[config.mk]
export PLATFORM = sky130hd
export DESIGN_NAME = rle_decoder
export DESIGN_NICKNAME = d
export VERILOG_FILES = /design/src/rtl/rle_pkg.sv /design/src/rtl/rle_run_buffer.sv /design/src/rtl/rle_decoder.sv
export SDC_FILE = /design/constraint.sdc
export NUM_CORES = 1
export LEC_CHECK = 0
export BUFFER_PORTS_ARGS = -buffer_cell sky130_fd_sc_hd__buf_2
export CORE_ASPECT_RATIO = 1.2
export CORE_MARGIN = 2
export CORE_UTILIZATION = 57
export CTS_CLUSTER_SIZE = 25
export DETAILED_ROUTE_END_ITERATION = 12
export GPL_ROUTABILITY_DRIVEN = 1
export PLACE_DENSITY = 0.76
export SYNTH_ARGS = -nofsm -noshare
export SYNTH_HDL_FRONTEND = slang
export SYNTH_SLANG_ARGS = --single-unit
[constraint.sdc]
create_clock -name clk -period 2.8 [get_ports clk]
set_input_delay 0.42 -clock clk [delete_from_list [all_inputs] [get_ports clk]]
set_output_delay 0.42 -clock clk [all_outputs]
set_load 0.05 [all_outputs]
[src/rtl/rle_pkg.sv]
// Shared widths, run-word layout and buffer occupancy states for the RLE pixel decoder.
package rle_pkg;

    localparam int LEN_BITS    = 10;
    localparam int COLOUR_BITS = 6;
    localparam int RUN_W       = LEN_BITS + COLOUR_BITS;

    typedef struct packed {
        logic [LEN_BITS-1:0]    len;
        logic [COLOUR_BITS-1:0] colour;
    } run_t;

    typedef enum logic [1:0] {
        EMPTY,
        ONE,
        TWO
    } buf_state_e;

endpackage

[src/rtl/rle_run_buffer.sv]
// Two-entry current/next run holding stage; the next slot lets a 1-pixel run be replaced
// every clock without a bubble.
module rle_run_buffer
    import rle_pkg::*;
#(
    parameter int W = RUN_W
) (
    input  logic         clk,
    input  logic         reset,
    input  logic         accept,
    input  logic         vacate,
    input  logic         flush,
    input  logic [W-1:0] in_run,
    output logic         cur_valid,
    output logic [W-1:0] cur_run,
    output logic         full,
    output logic         cur_load,
    output logic [W-1:0] load_run
);

    buf_state_e   state_q, state_d;
    logic [W-1:0] cur_run_q, cur_run_d;
    logic [W-1:0] nxt_run_q, nxt_run_d;
    logic         cur_free;

    always_ff @(posedge clk or posedge reset) begin
        if (reset) begin
            state_q   <= EMPTY;
            cur_run_q <= '0;
            nxt_run_q <= '0;
        end else begin
            state_q   <= state_d;
            cur_run_q <= cur_run_d;
            nxt_run_q <= nxt_run_d;
        end
    end

    // An incoming word goes to current only if current ends up with nothing else to hold.
    always_comb begin
        state_d   = state_q;
        cur_run_d = cur_run_q;
        nxt_run_d = nxt_run_q;
        cur_free  = (state_q == EMPTY) || (vacate && (state_q == ONE));

        if (vacate) begin
            cur_run_d = nxt_run_q;
        end
        if (accept) begin
            if (cur_free) begin
                cur_run_d = in_run;
            end else begin
                nxt_run_d = in_run;
            end
        end

        case (state_q)
            EMPTY:   state_d = accept ? ONE : EMPTY;
            ONE: begin
                if (vacate && !accept) begin
                    state_d = EMPTY;
                end else if (!vacate && accept) begin
                    state_d = TWO;
                end else begin
                    state_d = ONE;
                end
            end
            TWO:     state_d = (vacate && !accept) ? ONE : TWO;
            default: state_d = EMPTY;
        endcase

        if (flush) begin
            state_d = EMPTY;
        end

        cur_load = !flush && ((vacate && (state_q == TWO)) || (accept && cur_free));
        load_run = (accept && cur_free) ? in_run : nxt_run_q;
    end

    assign cur_valid = (state_q != EMPTY);
    assign full      = (state_q == TWO);
    assign cur_run   = cur_run_q;

endmodule

[src/rtl/rle_decoder.sv]
// Run-length pixel decoder: expands buffered runs into one registered colour per active pixel,
// re-aligning to the frame on vsync_pulse and flagging pixels that found no run.
module rle_decoder #(
    parameter int LEN_BITS    = rle_pkg::LEN_BITS,
    parameter int COLOUR_BITS = rle_pkg::COLOUR_BITS
) (
    input  logic                            clk,
    input  logic                            reset,
    input  logic [LEN_BITS+COLOUR_BITS-1:0] run_data,
    input  logic                            run_valid,
    output logic                            run_ready,
    input  logic                            blank,
    input  logic                            vsync_pulse,
    output logic [COLOUR_BITS-1:0]          rgb,
    output logic                            underflow
);

    localparam int W = LEN_BITS + COLOUR_BITS;

    logic                   cur_valid, full, cur_load;
    logic [W-1:0]           cur_run, load_run;
    logic                   consume, vacate, accept;
    logic [LEN_BITS-1:0]    count_q, count_d;
    logic [COLOUR_BITS-1:0] rgb_q, rgb_d;
    logic                   underflow_q, underflow_d;

    assign run_ready = !full && !vsync_pulse && !reset;

    rle_run_buffer #(
        .W(W)
    ) u_buffer (
        .clk      (clk),
        .reset    (reset),
        .accept   (accept),
        .vacate   (vacate),
        .flush    (vsync_pulse),
        .in_run   (run_data),
        .cur_valid(cur_valid),
        .cur_run  (cur_run),
        .full     (full),
        .cur_load (cur_load),
        .load_run (load_run)
    );

    always_ff @(posedge clk or posedge reset) begin
        if (reset) begin
            count_q     <= '0;
            rgb_q       <= '0;
            underflow_q <= 1'b0;
        end else begin
            count_q     <= count_d;
            rgb_q       <= rgb_d;
            underflow_q <= underflow_d;
        end
    end

    // A word arriving into an empty buffer is not usable until the next clock, so it never feeds a pixel here.
    always_comb begin
        accept  = run_valid && run_ready;
        consume = cur_valid && !blank && !vsync_pulse;
        vacate  = consume && (count_q == '0);

        count_d = count_q;
        if (vsync_pulse) begin
            count_d = '0;
        end else if (cur_load) begin
            count_d = load_run[W-1:COLOUR_BITS];
        end else if (consume && (count_q != '0)) begin
            count_d = count_q - LEN_BITS'(1);
        end

        rgb_d = consume ? cur_run[COLOUR_BITS-1:0] : '0;

        underflow_d = underflow_q;
        if (!blank && !cur_valid) begin
            underflow_d = 1'b1;
        end
        if (vsync_pulse) begin
            underflow_d = 1'b0;
        end
    end

    assign rgb       = rgb_q;
    assign underflow = underflow_q;

endmodule
# Word-level counts from Yosys, hierarchy flattened

Index checks and enable logic that the tools add are counted.

Input port bits: 21
Word-level logic and storage cells: 56
Flip-flop bits (word level): 51

Add/sub/neg operators: 1
Bitwise operators: 1
Reduce and logical (&&, ||, !) cells: 30
Eq/ne operators: 2
Muxes and demuxes: 16

Operator list:

| cell                                                | number |
|---|---|
| two-way mux 16 bit                                  | 4 |
| two-way mux 10 bit                                  | 3 |
| logical AND 1 bit                                   | 14 |
| zero test 10 bit                                    | 1 |
| nonzero test 10 bit                                 | 1 |
| subtractor 10 x 1 -> 10 bit, second input constant  | 1 |
| two-way mux 2 bit                                   | 4 |
| zero test 1 bit                                     | 7 |
| two-way mux 6 bit                                   | 1 |
| case mux 2 bit (3 select lines)                     | 1 |
| nonzero test 2 bit                                  | 2 |
| two-way mux 1 bit                                   | 3 |
| nonzero test 3 bit                                  | 1 |
| equality test 2 x 1 -> 1 bit, second input constant | 1 |
| equality test 2 bit, second input constant          | 1 |
| zero test 2 bit                                     | 1 |
| logical OR 1 bit                                    | 2 |
| AND reduction 2 bit                                 | 1 |
| inverter 1 bit                                      | 1 |

# Depth between registers and ports, before layout

Gate-level depths: netlist of run 1.

Word-level depth: 11
Gate-level depth with buffers: 9
Gate-level depth less buffers: 9

# Modules after synthesis

From an unflattened synthesis of run 1, not the netlist that was laid out.

Cell total of the unflattened synthesis: 262
Area, all modules: 2,735.1 um^2

By module, submodules not included:

| module         | times used | sequential area each (um^2) | cells an instance | area each (um^2) |
|---|---|---|---|---|
| rle_run_buffer | 1          | 850.8                       | 162               | 1,760.4 |
| rle_decoder    | 1          | 425.4                       | 100               | 974.7 |

# Worst setup path after synthesis of run 1

No wires, ideal clock.

Kind: register to register
Start: register u_buffer.state_q[1]
End: register u_buffer.state_q[0]
Arrival time: 2.625 ns
Slack: 0.041 ns
Stages on the path, launching flop included: 9
Data required time: 2.666 ns
Period minus slack after synthesis: 2.759 ns
Path through: dfrtp_1 > buf_4 > nor2b_1 > nor3_1 > and2_1 > ha_1 > a21oi_1 > o21ai_0 > nor2b_1

Cells in the longest elaborated chain, start to end: 10
Elaborated cells between the ends (all ways): 21

Ends and longest elaborated chain:

| item                                                          | line                                                             | source |
|---|---|---|
| from (decl)                                                   | rle_run_buffer.sv:21                                             | `buf_state_e state_q, state_d;` |
| from (signal assigned)                                        | rle_run_buffer.sv:32                                             | `state_q <= state_d;` |
| equality test 2 bit (*)                                       | rle_run_buffer.sv:80                                             | `assign full = (state_q == TWO);` |
| zero test 1 bit (*)                                           | rle_decoder.sv:27                                                | `assign run_ready = !full && !vsync_pulse && !reset;` |
| logical AND 1 bit (*) (2 in series)                           | rle_decoder.sv:27                                                |  |
| net run_ready                                                 | rle_decoder.sv:11                                                | `output logic run_ready,` |
| logical AND 1 bit (*)                                         | rle_decoder.sv:59                                                | `accept = run_valid && run_ready;` |
| logical AND 1 bit / zero test 1 bit (equally long branches)   | rle_run_buffer.sv:61, rle_run_buffer.sv:59, rle_run_buffer.sv:67 |  |
| two-way mux 2 bit / logical AND 1 bit (equally long branches) | rle_run_buffer.sv:61, rle_run_buffer.sv:59, rle_run_buffer.sv:67 |  |
| two-way mux 2 bit (on tied branches)                          | rle_run_buffer.sv:59, rle_run_buffer.sv:67                       |  |
| case mux 2 bit (3 select lines) (*)                           | rle_run_buffer.sv:56                                             | `case (state_q)` |
| two-way mux 2 bit (*)                                         | rle_run_buffer.sv:71                                             | `if (flush) begin` |
| net u_buffer.state_d[0]                                       | rle_run_buffer.sv:21                                             |  |

The timed path passes the listed nets; every way through them passes the cells marked *.
A chain may end at the register's enable or synchronous reset.

# Final worst setup path of run 1

Start: register count_q[0]
End: register count_q[2]

Cells in the longest elaborated chain, start to end: 9
Elaborated cells between the ends (all ways): 16

Ends and longest elaborated chain:

| item                                                                                | line              | source |
|---|---|---|
| from (decl)                                                                         | rle_decoder.sv:23 | `logic [LEN_BITS-1:0] count_q, count_d;` |
| from (signal assigned)                                                              | rle_decoder.sv:51 | `count_q <= count_d;` |
| parallel branches: the longest is 9 deep, another holds subtractor 10 x 1 -> 10 bit | -                 |  |

Parallel ways; which one is timed is not known. The select of a mux whose other input is x is not followed.

==> out/results.ini, run 1 <==
[synthesis]
yosys.cell_types.count = 59
ys_ff_latch = 41
synth_largest_area_cell = dfrtp_1
synth_flop_cell = dfrtp_1
synth_cells = 202
synth_area_um2 = 2220
yosysSeqAreaShare_pct = 46.1
syn_avg_cell_area_um2 = 11.0
ys_warn_count = 0
syn_nets = 226
async_reset_ff_share_pct = 100
synth_area_leaders = dfrtp_1 46%, mux2_1 5.1%, nor2_1 3.4%, mux2_2 3.0%, a211oi_1 2.4%
netlist.area_leader.share_pct = 46.1
synth_edf_count = 0

[global_route]
grt_pass1_wl_um = 8520
grt-ovfl-total = 0
grt_use_total_pct = 26.0
grt_max_degree = 42
grt_antenna_before_repair = 0
grt_pass1_vias = 1817

[setup_path]
reg2reg_depth = 7
path_cells = inv_1 -> ha_1 -> nor3b_1 -> nand2_1 -> o31ai_4 -> a32oi_1 -> a211oi_1
r2r-end = count_q[2]
crit_family = compound AO/OA/AOI/OAI gates
crit_slowest_cell = o31ai_4
cpPeakStageDelay_ns = 0.63
required_ns = 3.00
end_kind = register
crit_type = reg2reg
r2r-start = count_q[0]
worst-path-buf-inv = 1
cp.arrival_ns = 2.65
worstPathMaxFanout = 12
ff2ff_setup_slack_ns = 0.34
worst_setup_path_start_kind = register

[place]
dp_hpwl_um = 3680
place_area_um2 = 2400
port_buffers = 28
dp_cells = 278
gp_congestion = 0.920

[floorplanning]
coreArea_um2 = 3690
start_util_pct = 60.2
die_height_um = 72.4
fp-row-count = 24
die_w_um = 61.0
ioPinCount = 29
die_area_um2 = 4420

[routing]
final_antenna_net_count = 0
vias = 1770
vias_per_cell = 6.19
firstDrtPassIters = 4
drc = 0
post_drt_wl_per_cell_um = 17.7
drt_iter0_markers = 139
wirelength_um = 5050

[timing]
drv_slew = 0
fin_setup_tns_ns = 0
period_minus_slack_ns = 2.46
fmax_ghz = 0.407
skew_ns = 0.0113
rsz0062_at_grt = false
slew_headroom_pct = 58.3
period_share_pct = 87.7
finalSetupViolations = 0
whs_ns = 0.299
hold_violations = 0
tightestPinTransition_ns = 0.625

[hold_path]
hp-class = in2async

[cts]
cts_num_sinks = 41
cts_root_buf = clkbuf_8
clock_latency_ns = 0.30
cts_tree = yes
post_cts_buffers = 0
cts_resized = 0
cts_made_buffers = 5
cts.clk_slew.worst_paths_ns = 0.09
clock_path_buffers = 2
cts_hold_buffers = 0
cts_max_level = 2

[final_layout]
layout-drive-gt1-share_pct = 28.2
antenna_cells = 0
final_cells = 286
final_core_util_pct = 68.2
fin_area_um2 = 2520
nFillCells = 283
layout.nets = 257
synthToLayoutAreaGrowth_pct = 13.3

[power_and_ir_drop]
power_frac_seq_pct = 48.6
switching_share_pct = 29.2
combPwrFrac_pct = 19.4
vdd_ir_drop_max_mv = 0.443
power_leakage_nw = 1.16
p_clk_share_pct = 32.0
p_sw_uw = 441
powerDensity_nw_per_um2 = 599
internal_power_mw = 1.07

[job]
maxCapViolations = 0

[run_status]
outcome = complete, no violations

-- cells in the mapped netlist, drive strengths merged (2+ instances only) --
cell type  number
or3             4
a31oi           2
a22oi           6
o31ai           2
nor4            2
a32oi           3
a21oi           3
nor3            8
a22o            3
nor2           22
or4b            2
o21ai           5
o311ai          2
mux2           16
nor2b           2
o41ai           2
dfrtp          41
clkbuf          3
buf             8
nor4b           2
inv             4
ha              3
or2             2
a211oi          7
nand3          10
nand2          11
and2            7
o211ai          3
-- how the worst max path moves through the flow --
| stage | start | end | slack (ns) | cells past startpoint |
|---|---|---|---|---|
| 3_5_place_dp | count_q[0] | u_buffer.state_q[0] | 0.36 | 9 |
| 3_3_place_gp | count_q[0] | count_q[6] | 0.46 | 7 |
| 5_1_grt | count_q[1] | count_q[6] | 0.15 | 7 |
| 4_1_cts | count_q[0] | count_q[6] | 0.37 | 7 |
| 2_1_floorplan | u_buffer.state_q[1] | u_buffer.state_q[0] | 0.04 | 8 |
| 6_report | count_q[0] | count_q[2] | 0.34 | 7 |
-- power groups by stage --
stage	logic [mW]	clock network [mW]	registers [mW]
2_1_floorplan	0.217	0	0.731
3_3_place_gp	0.276	0	0.737
3_5_place_dp	0.290	0	0.745
4_1_cts	0.291	0.491	0.734
5_1_grt	0.317	0.519	0.746
6_report	0.293	0.483	0.734
-- logic make-up after synthesis --
logic type	count (synthesis)	share of synthesized area, %
and+or+nand+nor	78	20.5
buffers and inverters	15	4.11
muxes	16	8.10
AOI/OAI and AO/OA	48	19.0
adders and majority gates	3	1.69
DFF	41	46.1
xor gates and xnor gates	1	0.394
-- sequential cells by signal, indices dropped and copies added (netlist names) --
register	count
u_buffer.nxt_run_q	16
underflow	1
u_buffer.cur_run	6
u_buffer.state_q	2
count_q	10
rgb	6
-- worst reg2reg max path, stage by stage, from the launching register on --
cell      delay (ns)
dfrtp_1         0.41
inv_1           0.10
ha_1            0.16
nor3b_1         0.34
nand2_1         0.21
o31ai_4         0.63
a32oi_1         0.22
a211oi_1        0.28
-- stage by stage --
step	total power, mW	worst slack [ns]
floorplan	0.949	0.0409
global placement	1.01	0.456
detailed placement	1.04	0.356
CTS	1.52	0.372
global route	1.58	0.150
finish	1.51	0.344
-- placed cells by master, fill, tap and decap left out, types with 3 or more instances in the layout --
master    Yosys  final
a32oi_1       3      3
ha_1          3      3
nand3_1       9      9
a211oi_1      7      7
o211ai_1      3      3
and2_1        7      7
nand2_1      11     11
clkbuf_8      0      5
a22o_1        3      3
buf_4         3      7
o21ai_0       4      4
a22oi_1       6      6
dfrtp_1      41     41
nor2_1       20     20
buf_2         1     28
mux2_2        6      6
mux2_1       10     10
nor3_1        8      8
a21oi_1       3      3
inv_1         4      4
-- layout make-up --
type	count	area (um^2)	share of cell area (%)
Clock buffer	5	68.8	2.73
Clock inverter	3	46.3	1.84
Inverter	4	15.0	0.596
Multi-Input combinational cell	146	1110	43.9
Sequential cell	41	1030	40.7
Tap cell	52	65.1	2.58
Timing Repair Buffer	35	193	7.65
-- routing by layer --
metal	track usage, %	vias to the layer above	part of all wire [%]
met2	43.0	71	53
met1	33.6	866	41
met3	6.06	5	5.3
met5	0	-	0
li1	-	828	-
met4	7.73	0	0.71
Power figures use the tool's default switching activity.
==> run 2, diff against run 1 <==
ABC_AREA = 1   (was default)
==> out/results.ini, run 2 <==
[run_status]
outcome = complete, no violations

[timing]
period_share_pct = 85.2
slew_headroom_pct = 66.5
skew_ns = 0.00553
fin_setup_tns_ns = 0
drv_slew = 0
hold_violations = 0
tightestPinTransition_ns = 0.498
period_minus_slack_ns = 2.39
rsz0062_at_grt = false
finalSetupViolations = 0
fmax_ghz = 0.419

[cts]
cts_tree = yes
post_cts_buffers = 0
clock_path_buffers = 2
cts_hold_buffers = 0
cts_max_level = 2
cts.clk_slew.worst_paths_ns = 0.08
cts_made_buffers = 5
cts_num_sinks = 41
cts_resized = 0
clock_latency_ns = 0.30
cts_root_buf = clkbuf_8

[global_route]
grt_antenna_before_repair = 0
grt-ovfl-total = 0
grt_pass1_wl_um = 7160
grt_use_total_pct = 21.8
grt_pass1_vias = 1641
grt_max_degree = 34

[setup_path]
cp.arrival_ns = 2.57
critPathLaunch = count_q[5]
required_ns = 2.99
worst_setup_path_start_kind = register
r2r-start = count_q[5]
end_kind = register
crit_type = reg2reg
worstPathMaxFanout = 33

[synthesis]
synthAdderAreaFrac_pct = 1.71
synth_cells = 272
yosys.area_share.simple_pct = 28.7
yosys.cell_types.count = 30
yosysSeqAreaShare_pct = 46.8
synth_compound_area_share_pct = 9.42
ys_warn_count = 0
netlist.area_leader.share_pct = 46.8
synth_commonest_cells = 73 x nand2_1, 41 x dfrtp_1, 35 x nor2_1
syn_avg_cell_area_um2 = 8.06
synth_top_family_by_area = simple AND/OR/NAND/NOR gates
ys_ff_latch = 41
async_reset_ff_share_pct = 100
synth-xor-area-share_pct = 2.80
synth_largest_area_cell = dfrtp_1
synth.area.mux_share_pct = 1.37
synth_edf_count = 0
syn_nets = 296
synth_area_leaders = dfrtp_1 47%, nand2_1 13%, nor2_1 6.0%, inv_1 5.8%, o21ai_0 3.2%
synth_most_common_cell = nand2_1
synth_flop_cell = dfrtp_1
synth_area_um2 = 2190

[power_and_ir_drop]
powerDensity_nw_per_um2 = 718
power_leakage_nw = 1.31
vdd_ir_drop_max_mv = 0.395
p_total_mw = 1.78

[final_layout]
largest_reg_flops = 16
final_cell_mix = 73 x nand2_1, 41 x dfrtp_1, 35 x nor2_1
top_register = u_buffer.nxt_run_q
layout.nets = 325
layout-drive-gt1-share_pct = 18.2
nFillCells = 324
synthToLayoutAreaGrowth_pct = 12.8
final_common_cell = nand2_1
antenna_cells = 0
top_regs = u_buffer.nxt_run_q: 16 flops, count_q: 10 flops

[routing]
wirelength_um = 4170
drc = 0
firstDrtPassIters = 4
final_antenna_net_count = 0
post_drt_wl_per_cell_um = 11.8
vias_per_cell = 4.91
drt_iter0_markers = 91
vias = 1739

[hold_path]
hp-class = in2async

[floorplanning]
die_height_um = 71.9
fp-row-count = 24
coreArea_um2 = 3660
die_area_um2 = 4360
start_util_pct = 59.8
die_w_um = 60.6
ioPinCount = 29

[place]
gp_congestion = 0.797
dp_hpwl_um = 2900
port_buffers = 28

[job]
maxCapViolations = 0

run 2: cells by family after synthesis:
family / after synthesis
AOI/OAI and AO/OA: 38
xor gates and xnor gates: 7
buffers and inverters: 45
adders and majority gates: 3
DFF: 41
and+or+nand+nor: 136
muxes: 2
run 2: cell type report:
cell class	count	area, um^2	share of cell area, %
clock buffer	6	82.6	3.34
inverter	36	135	5.47
clock inverter	2	37.5	1.52
tap	52	65.1	2.63
multi-input combinational	186	963	39.0
timing repair buffer	31	163	6.58
sequential	41	1030	41.5
run 2: critical path, cell delays in order, from the launching register on:
cell and delay (ns):
dfrtp_1 0.42, nor2_1 0.20, and2_0 0.41, nand3_4 0.25, nand2_4 0.15, nand3_4 0.30, nand2_4 0.31, nand3_1 0.11
nand2_1 0.08, nand2_1 0.05
run 2: worst paths after layout:
check | to | slack [ns] | depth (start not counted)
max | count_q[5] | 0.41 | 9
min | u_buffer.state_q[1] | 0.18 | 2
max reg2reg | count_q[5] | 0.41 | 9
min reg2reg | u_buffer.nxt_run_q[6] | 0.49 | 2
max in group asynchronous | u_buffer.nxt_run_q[0] | 1.78 | 4
min in group clk | u_buffer.nxt_run_q[13] | 0.38 | 2
run 2: metrics by stage:
step                      utilization [%]  hold WS [ns]  area (um^2)  setup WS, ns  instances
after CTS                            67.5         0.195         2470         0.426        354
after global placement               64.2         0.464         2350         0.514        346
final                                67.5         0.178         2470         0.413        354
after global routing                 67.5         0.213         2470         0.146        354
after floorplan                         -         0.449         2190         0.754        272
after detailed placement             64.2         0.472         2350         0.482        346
run 2: power by group:
part	internal (mW)	switching, mW
combinational	0.200	0.303
clock	0.290	0.206
sequential	0.709	0.0683
run 2: per-layer routing:
| metal | vias up | track usage (%) | wire length, um |
|---|---|---|---|
| li1 | 910 | - | - |
| met1 | 783 | 29.5 | 1940 |
| met2 | 39 | 32.6 | 1990 |
| met3 | 7 | 6.77 | 159 |
| met4 | 0 | 8.70 | 76 |
| met5 | - | 0 | 0 |
==> run 3, diff against run 2 <==
REMOVE_ABC_BUFFERS = 1   (was default)
==> out/results.ini, run 3 (same netlist as run 2, synthesis figures left out) <==
[timing]
skew_ns = 0.00617
period_share_pct = 82.0
drv_slew = 0
fin_setup_tns_ns = 0
finalSetupViolations = 0
fmax_ghz = 0.435
tightestPinTransition_ns = 0.546
slew_headroom_pct = 63.6
hold_violations = 0
rsz0062_at_grt = false
period_minus_slack_ns = 2.30

[final_layout]
top_regs = u_buffer.nxt_run_q: 16 flops, count_q: 10 flops
synthToLayoutAreaGrowth_pct = 12.2
fin_area_um2 = 2460
layout.nets = 324
final_cells = 353
layout-drive-gt1-share_pct = 17.9
largest_reg_flops = 16
antenna_cells = 0
top_register = u_buffer.nxt_run_q
final_common_cell = nand2_1
final_cell_mix = 73 x nand2_1, 41 x dfrtp_1, 35 x nor2_1
final_core_util_pct = 67.1

[global_route]
grt_use_total_pct = 22.7
grt_pass1_vias = 1731
grt_pass1_wl_um = 7560
grt-ovfl-total = 0
grt_antenna_before_repair = 0
grt_max_degree = 34

[cts]
clock_path_buffers = 2
cts_max_level = 2
cts_hold_buffers = 0
cts_num_sinks = 41
cts.clk_slew.worst_paths_ns = 0.09
cts_resized = 0
cts_tree = yes
post_cts_buffers = 0
cts_made_buffers = 5
cts_root_buf = clkbuf_8
clock_latency_ns = 0.30

[setup_path]
required_ns = 2.99
cpPeakStageDelay_ns = 0.41
crit_slowest_cell = dfrtp_1
critPathLaunch = count_q[5]
r2r-start = count_q[5]
path_cells = nor2_1 -> and2_0 -> nand3_4 -> nand2_4 -> nand3_4 -> nand2_4 -> nand3_1 -> nand2_1 -> nand2_1
worst_setup_path_start_kind = register
cp.arrival_ns = 2.49
crit_type = reg2reg
end_kind = register
worstPathMaxFanout = 33
crit_family = simple AND/OR/NAND/NOR gates
worst-path-buf-inv = 0

[place]
port_buffers = 28
dp_hpwl_um = 2960
dp_cells = 345
place_area_um2 = 2340
gp_congestion = 0.847

[power_and_ir_drop]
powerDensity_nw_per_um2 = 715
power_leakage_nw = 1.30
p_total_mw = 1.76
vdd_ir_drop_max_mv = 0.428

[job]
maxCapViolations = 0

[routing]
vias_per_cell = 5.08
vias = 1794
drt_iter0_markers = 101
wirelength_um = 4150
post_drt_wl_per_cell_um = 11.8
final_antenna_net_count = 0
drc = 0
firstDrtPassIters = 5

[floorplanning]
start_util_pct = 59.8
die_height_um = 71.9
die_w_um = 60.6
coreArea_um2 = 3660
fp-row-count = 24
ioPinCount = 29
die_area_um2 = 4360

[hold_path]
hp-class = in2async

[run_status]
outcome = complete, no violations

[run 3: cell types whose count changed in the layout (fill, tap and decap cells not counted), sizes merged]
cell	previous run	this run
buf	31	30
clkinv	0	1
clkbuf	6	5
[run 3: cell type report]
cell class | count | area (um^2)
Fill cell | 332 | 1200
Clock buffer | 5 | 68.8
Sequential cell | 41 | 1030
Timing Repair Buffer | 30 | 155
Tap cell | 52 | 65.1
Clock inverter | 3 | 46.3
Inverter | 36 | 135
Multi-Input combinational cell | 186 | 963
[run 3: layer usage]
layer	up-vias	routed length (um)	track usage [%]
met5	-	0	0
met4	0	87	9.18
met3	9	159	3.92
met2	35	2000	36.2
met1	840	1910	30.5
li1	910	-	-
[run 3: path summary, 6_finish.rpt]
path	to	slack, ns	cells past startpoint
max in group asynchronous	count_q[1]	1.86	3
max	count_q[5]	0.50	9
min reg2reg	count_q[0]	0.49	2
min in group clk	u_buffer.nxt_run_q[13]	0.36	2
min	u_buffer.state_q[0]	0.18	2
max reg2reg	count_q[5]	0.50	9
[run 3: through the flow]
step | hold WS, ns | worst slack [ns]
6_report | 0.185 | 0.503
2_1_floorplan | 0.449 | 0.627
3_5_place_dp | 0.472 | 0.506
3_3_place_gp | 0.465 | 0.574
4_1_cts | 0.200 | 0.494
5_1_grt | 0.224 | 0.188
[run 3: report_power, final]
part / internal [mW] / switching (mW)
registers: 0.709 / 0.0729
logic: 0.199 / 0.291
clock network: 0.267 / 0.221
[run 3: worst register-to-register path, cell delays in order (launching register included)]
cell and delay, ns:
dfrtp_1 0.41, nor2_1 0.18, and2_0 0.35, nand3_4 0.23, nand2_4 0.15, nand3_4 0.29
nand2_4 0.33, nand3_1 0.12, nand2_1 0.08, nand2_1 0.05
